**src/rtl/bht_ctrl.sv**
```systemverilog
// bht_ctrl: 2-bit branch history table with queued updates and starvation-bounded lookup arbitration
module bht_ctrl #(
  parameter int IDX_W      = 4,
  parameter int Q_DEPTH    = 4,
  parameter int STARVE_MAX = 8
) (
  input  logic                     clk,
  input  logic                     rst,
  input  logic                     req_valid,
  input  logic [IDX_W-1:0]         req_idx,
  output logic                     req_ready,
  output logic                     pred_valid,
  output logic                     prediction,
  input  logic                     res_valid,
  input  logic [IDX_W-1:0]         res_idx,
  input  logic                     res_taken,
  output logic                     res_ready,
  output logic [$clog2(Q_DEPTH):0] q_count
);
  localparam int PW = $clog2(Q_DEPTH);
  localparam int SW = $clog2(STARVE_MAX + 1);
  typedef enum logic [1:0] {IDLE, LOOKUP, DRAIN} op_t;
  op_t              op;
  logic [1:0]       tbl [2**IDX_W];
  logic [IDX_W-1:0] q_idx [Q_DEPTH];
  logic             q_tk [Q_DEPTH];
  logic [PW-1:0]    wp, rp;
  logic [SW-1:0]    starve_cnt;
  logic             full, empty, force_drain, push, drain, d_tk;
  logic [IDX_W-1:0] d_idx;
  logic [1:0]       cur, nxt;
  // arbitration: forced drains (full or starved) pre-empt lookups; head-entry counter update
  always_comb begin
    full        = q_count == (PW+1)'(Q_DEPTH);
    empty       = q_count == '0;
    force_drain = full || (starve_cnt == SW'(STARVE_MAX) && !empty);
    req_ready   = !force_drain;
    res_ready   = !full;
    push        = res_valid && !full;
    op          = force_drain ? DRAIN : req_valid ? LOOKUP : !empty ? DRAIN : IDLE;
    drain       = op == DRAIN;
    d_idx       = q_idx[rp];
    d_tk        = q_tk[rp];
    cur         = tbl[d_idx];
    nxt         = d_tk ? (cur == 2'd3 ? cur : cur + 2'd1) : (cur == 2'd0 ? cur : cur - 2'd1);
  end
  // counter table: reset to strongly taken, written only by drains
  always_ff @(posedge clk or posedge rst) begin
    if (rst) for (int i = 0; i < 2**IDX_W; i++) tbl[i] <= 2'd3;
    else if (drain) tbl[d_idx] <= nxt;
  end
  // queue payload storage needs no reset; occupancy alone says what is live
  always_ff @(posedge clk) begin
    if (push) begin
      q_idx[wp] <= res_idx;
      q_tk[wp]  <= res_taken;
    end
  end
  // queue pointers and occupancy; power-of-two depth makes pointer wrap free
  always_ff @(posedge clk or posedge rst) begin
    if (rst) begin
      wp      <= '0;
      rp      <= '0;
      q_count <= '0;
    end else begin
      wp      <= push ? wp + 1'b1 : wp;
      rp      <= drain ? rp + 1'b1 : rp;
      q_count <= q_count + (PW+1)'(push) - (PW+1)'(drain);
    end
  end
  // count lookups granted while updates wait; any drain or an empty queue clears it
  always_ff @(posedge clk or posedge rst) begin
    if (rst) starve_cnt <= '0;
    else if (drain || empty) starve_cnt <= '0;
    else if (op == LOOKUP && starve_cnt != SW'(STARVE_MAX)) starve_cnt <= starve_cnt + 1'b1;
  end
  // registered prediction one cycle after a lookup grant; value holds otherwise
  always_ff @(posedge clk or posedge rst) begin
    if (rst) begin
      pred_valid <= 1'b0;
      prediction <= 1'b0;
    end else begin
      pred_valid <= op == LOOKUP;
      prediction <= op == LOOKUP ? tbl[req_idx][1] : prediction;
    end
  end
endmodule

```
**config.mk**
```make
export PLATFORM = sky130hd
export DESIGN_NAME = bht_ctrl
export DESIGN_NICKNAME = d
export VERILOG_FILES = /design/src/rtl/bht_ctrl.sv
export SDC_FILE = /design/constraint.sdc
export NUM_CORES = 1
export LEC_CHECK = 0
export ABC_AREA = 0
export CORE_ASPECT_RATIO = 2
export CORE_MARGIN = 5
export CORE_UTILIZATION = 53
export CTS_CLUSTER_SIZE = 20
export DETAILED_ROUTE_END_ITERATION = 10
export GPL_ROUTABILITY_DRIVEN = 0
export PLACE_DENSITY = 0.74
export SYNTH_ARGS = -nofsm -noshare
export SYNTH_HDL_FRONTEND = slang
export SYNTH_SLANG_ARGS = --single-unit
```
**constraint.sdc**
```tcl
create_clock -name clk -period 3.15 [get_ports clk]
set_input_delay 0.63 -clock clk [delete_from_list [all_inputs] [get_ports clk]]
set_output_delay 0.63 -clock clk [all_outputs]
set_load 0.005 [all_outputs]
```
# Word-level counts from Yosys, hierarchy flattened
# Memories as Yosys holds them, arrays and structs flattened.
# Index checks and enable logic that the tools add are counted.
# op_classes
n_bitwise	2
magnitude_cmp	3
n_eq_ne	6
add_sub_neg	7
reduce_logical	12
mux	19
# ops
operator	count
bitwise mux 32 bit	1
2-to-1 mux 2 bit	11
binary-select mux 2 bit (select 4 bit)	2
>= comparator 5 bit (second input constant)	2
NOT 4 -> 5 bit	2
demux 2 bit (select 4 bit)	1
2-to-1 mux 4 bit	2
adder 2 x 1 -> 2 bit (second input constant)	3
< comparator 5 x 1 -> 1 bit (second input constant)	1
adder 4 x 1 -> 4 bit (second input constant)	1
== test 2 bit (second input constant)	2
== test 4 bit (second input constant)	1
logical AND 1 bit	4
!= test 4 bit (second input constant)	1
adder 3 x 1 -> 3 bit	1
== test 3 bit (second input constant)	1
zero test 1 bit	3
zero test 3 bit	1
subtractor 3 x 1 -> 3 bit	1
== test 2 x 1 -> 1 bit (second input constant)	1
zero test 2 bit	1
logical OR 1 bit	2
2-to-1 mux 1 bit	2
nonzero test 2 bit	1
subtractor 2 x 1 -> 2 bit (second input constant)	1
# totals
out_inout_bits	7
n_memories	2
regBits	45
in_bits	13
ramBits	20
# memory_table
name	depth	width	read_ports	rd_clocked_by_memory_dff	wr	line	text
q_idx	4	4	1	0	1	25	logic [IDX_W-1:0] q_idx [Q_DEPTH];
q_tk	4	1	1	0	1	26	logic q_tk [Q_DEPTH];

# Logic depth before layout (Yosys ltp)
# depth
word_depth	9
ltp_mapped	13
ltp_nobuf	12

# Worst setup path before layout
# OpenSTA, ideal clock, no wires.
# synth_path
path_kind	flip-flop to flip-flop
from	reg q_count[1]
to	reg q_count[2]
path_buffers	2
arrival_ps	2683
synth_period_minus_slack_ps	2808
path_slack_ps	342
t_required_ps	3025
stages_incl_launch_ff	13
path_cell_list	dfrtp_1 > or3b_2 > clkbuf_1 > o311a_1 > clkbuf_1 > nor2_1 > ha_1 > inv_1 > ha_1 > inv_1 > fa_1 > xnor2_1 > xnor2_1
# synth_between
elab_cells_between_ends	13
classes_between	add/sub: 2; eq/ne: 2; mux: 3; reduce/logical: 6
# synth_lines
item	line	text
start, declared	18	output logic [$clog2(Q_DEPTH):0] q_count
start signal, assigned	68	q_count <= q_count + (PW+1)'(push) - (PW+1)'(drain);
== test 3 bit	34	full = q_count == (PW+1)'(Q_DEPTH);
zero test 1 bit	--	
net res_ready	17	output logic res_ready,
logical AND 1 bit	39	push = res_valid && !full;
adder 3 x 1 -> 3 bit	68	
subtractor 3 x 1 -> 3 bit	68	
# The timed path passes the listed nets, and every way through them passes these cells.
# A chain may end at the register's enable or synchronous reset.

# Worst setup path in the final report
# layout_path
from	reg rp[0]
to	reg tbl[4] in the netlist's numbering
# layout_between
elab_chain_cells	9
elab_cells_between_ends	19
classes_between	add/sub: 2; order compare: 2; eq/ne: 1; mux: 9; bitwise: 1; reduce/logical: 2; memory: 2
# layout_lines
item	line	text
start, declared	27	logic [PW-1:0] wp, rp;
start signal, assigned	67	rp <= drain ? rp + 1'b1 : rp;
memory read (4 x 4 bit)	--	
NOT 4 -> 5 bit (not written as such)	44, 50	
binary-select mux 2 bit (select 4 bit)	44	cur = tbl[d_idx];
2-to-1 mux 2 bit (not written as such) (2 in series)	44	
subtractor 2 x 1 -> 2 bit, or another cell as far along	45	nxt = d_tk ? (cur == 2'd3 ? cur : cur + 2'd1) : (cur == 2'd0 ? cur : cur - 2'd1);
2-to-1 mux 2 bit (2 in series)	45	
bitwise mux 32 bit (*)	50	else if (drain) tbl[d_idx] <= nxt;
end signal, assigned by index	50	
end, declared	24	logic [1:0] tbl [2**IDX_W];
# Every way passes the cells marked *; elsewhere a longest branch is shown, timed or not. The select of a mux whose other input is x is not followed.

==> flow_metrics.py <==
metrics = {
    "critical_path": {
        "slowest_stage": "mux4_2",
        "crit_fanout": 16,
        "critPathBufInv": 1,
        "path_cells": "mux4_2, mux2_2, a222oi_1, nand3_1, a311oi_4, buf_4, o31ai_1",
        "critPathCaptureType": "register",
        "worst_r2r_startpoint": "rp[0]",
        "worst_ep_required_time_ps": 3390,
        "crit_start": "rp[0]",
        "slowest_delay_ps": 640,
        "path_class": "register to register",
        "worst_ep_arrival_time_ps": 3100,
        "crit_family": "multiplexers",
        "cp-start-kind": "register",
    },
    "place": {
        "portBuffers": 19,
        "postPlaceCellArea_um2": 3570,
        "dp_hpwl_um": 5490,
    },
    "synthesis": {
        "netlist_top_cells_count": "52 x nand2_1, 32 x dfstp_2, 32 x o31ai_1",
        "synthSimpleGateAreaFrac": 0.115,
        "ys_ff_latch": 65,
        "synth_mux_area_frac": 0.131,
        "syn_area_um2": 3260,
        "synthDistinctLibCells": 43,
        "synth_area_leaders": "dfstp_2 26%, edfxtp_1 18%, dfrtp_1 10%",
        "synth_compound_area_frac": 0.126,
        "yosys_warnings": 0,
        "synth_top_family_by_area": "multiplexers",
        "synth-seq-area-share": 0.541,
        "synth_ff_type": "dfstp_2",
        "avgSynthCellArea_um2": 12.4,
        "syn-num-nets": 286,
        "synth_edf_count": 20,
        "synth_area_leader_cell": "dfstp_2",
        "yosys.area.top_type_share": 0.258,
        "synth_xor_area_frac": 0.0188,
        "synth-async-reset-ratio": 0.692,
        "syn_inst": 264,
        "synth_most_common_cell": "nand2_1",
        "synthAdderAreaFrac": 0.0368,
    },
    "global_routing": {
        "grt_max_degree": 23,
        "grt_antenna_before_repair": 0,
        "grt_first_pass_wirelength_um": 11800,
        "first_global_vias": 2317,
        "grt.overflow.total": 0,
        "grt_util_all_layers": 0.206,
    },
    "clock_tree": {
        "clock_path_buffers": 2,
        "cts_sinks": 65,
        "clk_latency_ps": 330,
        "numCtsBuffers": 9,
        "hold_buffers": 0,
        "cts_resized": 0,
        "cts_tree": "built",
        "cts-root-buf": "clkbuf_16",
        "cts.htree.levels": 3,
        "clk_pin_slew_ps": 50,
        "postCtsSetupBuffers": 0,
    },
    "power": {
        "power_leakage_nw": 1.53,
        "power_density_nw_per_um2": 1210,
        "ir_drop_v": 0.000634,
    },
    "cells_and_area": {
        "nNetsFinal": 319,
        "drive_gt1_frac": 0.249,
        "num_antenna_cells": 0,
        "num-fill-cells": 449,
        "final_area_um2": 3840,
        "area_growth_pct": 17.6,
    },
    "sta": {
        "hold_viol": 0,
        "finClkSkew_ps": 7.98,
        "fmax_mhz": 350,
        "period_needed_ps": 2850,
        "rsz0062_at_grt": "no",
        "finalMaxSlewViolations": 0,
        "setup_viol": 0,
        "setup_tns_ps": 0,
        "timing.slew.headroom": 0.493,
        "worst_pin_slew_ps": 755,
        "finalCritPeriodShare": 0.906,
    },
    "floorplanning": {
        "io_pins": 20,
        "num_rows": 40,
        "dieWidth_um": 65.5,
        "core_area_um2": 6010,
        "fp.dieH_um": 121,
        "initial_core_util": 0.544,
        "die_area_um2": 7920,
    },
    "worst_hold_path": {
        "min_from": "tbl[10]",
        "hold_path_class": "register to register",
    },
    "routing": {
        "drt_iter0_markers": 113,
        "drc_errors": 0,
        "via_count": 2204,
        "finalWirelength_um": 7240,
        "viasPerCell": 6.05,
        "firstDrtPassIters": 4,
        "wl_per_cell_um": 19.9,
        "detail-route-antenna-nets": 0,
    },
    "flow_run": {
        "maxCapViolations": 0,
    },
    "status": {
        "outcome": "completed",
    },
}
## through the flow
stage / setup slack [ps] / instances / hold WS [ps] / power (W) / util
floorplan: 342 / 264 / 450 / 0.00305 / -
global placement: 385 / 349 / 460 / 0.00369 / 0.595
detailed placement: 322 / 349 / 465 / 0.00375 / 0.595
CTS: 322 / 364 / 472 / 0.00465 / 0.639
global route: 135 / 364 / 487 / 0.00494 / 0.639
finish: 296 / 364 / 473 / 0.00465 / 0.639
## registers in the layout, indices dropped and copies added (netlist names)
name and flops:
q_count 3, prediction 1, q_tk 4, tbl 32, pred_valid 1, starve_cnt 4
q_idx 16, rp 2, wp 2
## layer usage
metal	share of wire	GRT usage	routed length, um
met2	0.58	0.380	4190
met4	0.040	0.117	289
met1	0.35	0.202	2540
met5	0	0	0
met3	0.032	0.0463	231
## worst reg2reg max path, stage by stage, from the launching register on
cell and delay, ps:
dfrtp_1 480, mux4_2 640, mux2_2 310, a222oi_1 350, nand3_1 260, a311oi_4 330, buf_4 290, o31ai_1 120
## placed cells by master (no fill, tap or decap), types with 3 or more instances in the layout
cell type	instances
mux2i_1	15
clkdlybuf4s50_1	19
nor2_1	7
mux2_2	6
mux4_2	7
ha_1	8
and3_1	5
xnor2_1	5
edfxtp_1	20
nor2b_1	3
o31ai_1	32
dfrtp_1	13
dfstp_2	32
buf_4	14
clkbuf_1	3
inv_1	7
a21oi_1	3
clkbuf_16	9
a22oi_1	4
nand2_1	52
## report_power, final
part	internal [W]	switching [W]	leakage, nW
clock network	0.000569	0.000318	0.133
logic	0.000920	0.00130	0.717
registers	0.00129	0.000246	0.678
## cell families after synthesis
family | Yosys count
xor gates and xnor gates | 7
DFF | 65
buffers and inverters | 19
and+or+nand+nor | 82
muxes | 30
adders and majority gates | 9
AOI/OAI and AO/OA | 52
## area by class of cell
type | count | area [um2] | share of cell area
clock buffer | 14 | 264 | 0.0688
sequential | 65 | 1770 | 0.460
tap | 63 | 78.8 | 0.0205
multi-input combinational | 180 | 1400 | 0.365
inverter | 8 | 30.0 | 0.00782
timing repair buffer | 33 | 295 | 0.0769
clock inverter | 1 | 5.00 | 0.00130
## final timing paths
path,to,slack (ps),cells after the start
hold / removal,tbl[10],470,2
setup / recovery,tbl[4],300,7
min in group asynchronous,wp[0],660,2
max in group asynchronous,tbl[14],1810,3
setup reg to reg,tbl[4],300,7
hold reg to reg,tbl[10],470,2
No activity file was read; power rests on OpenSTA's default activity.
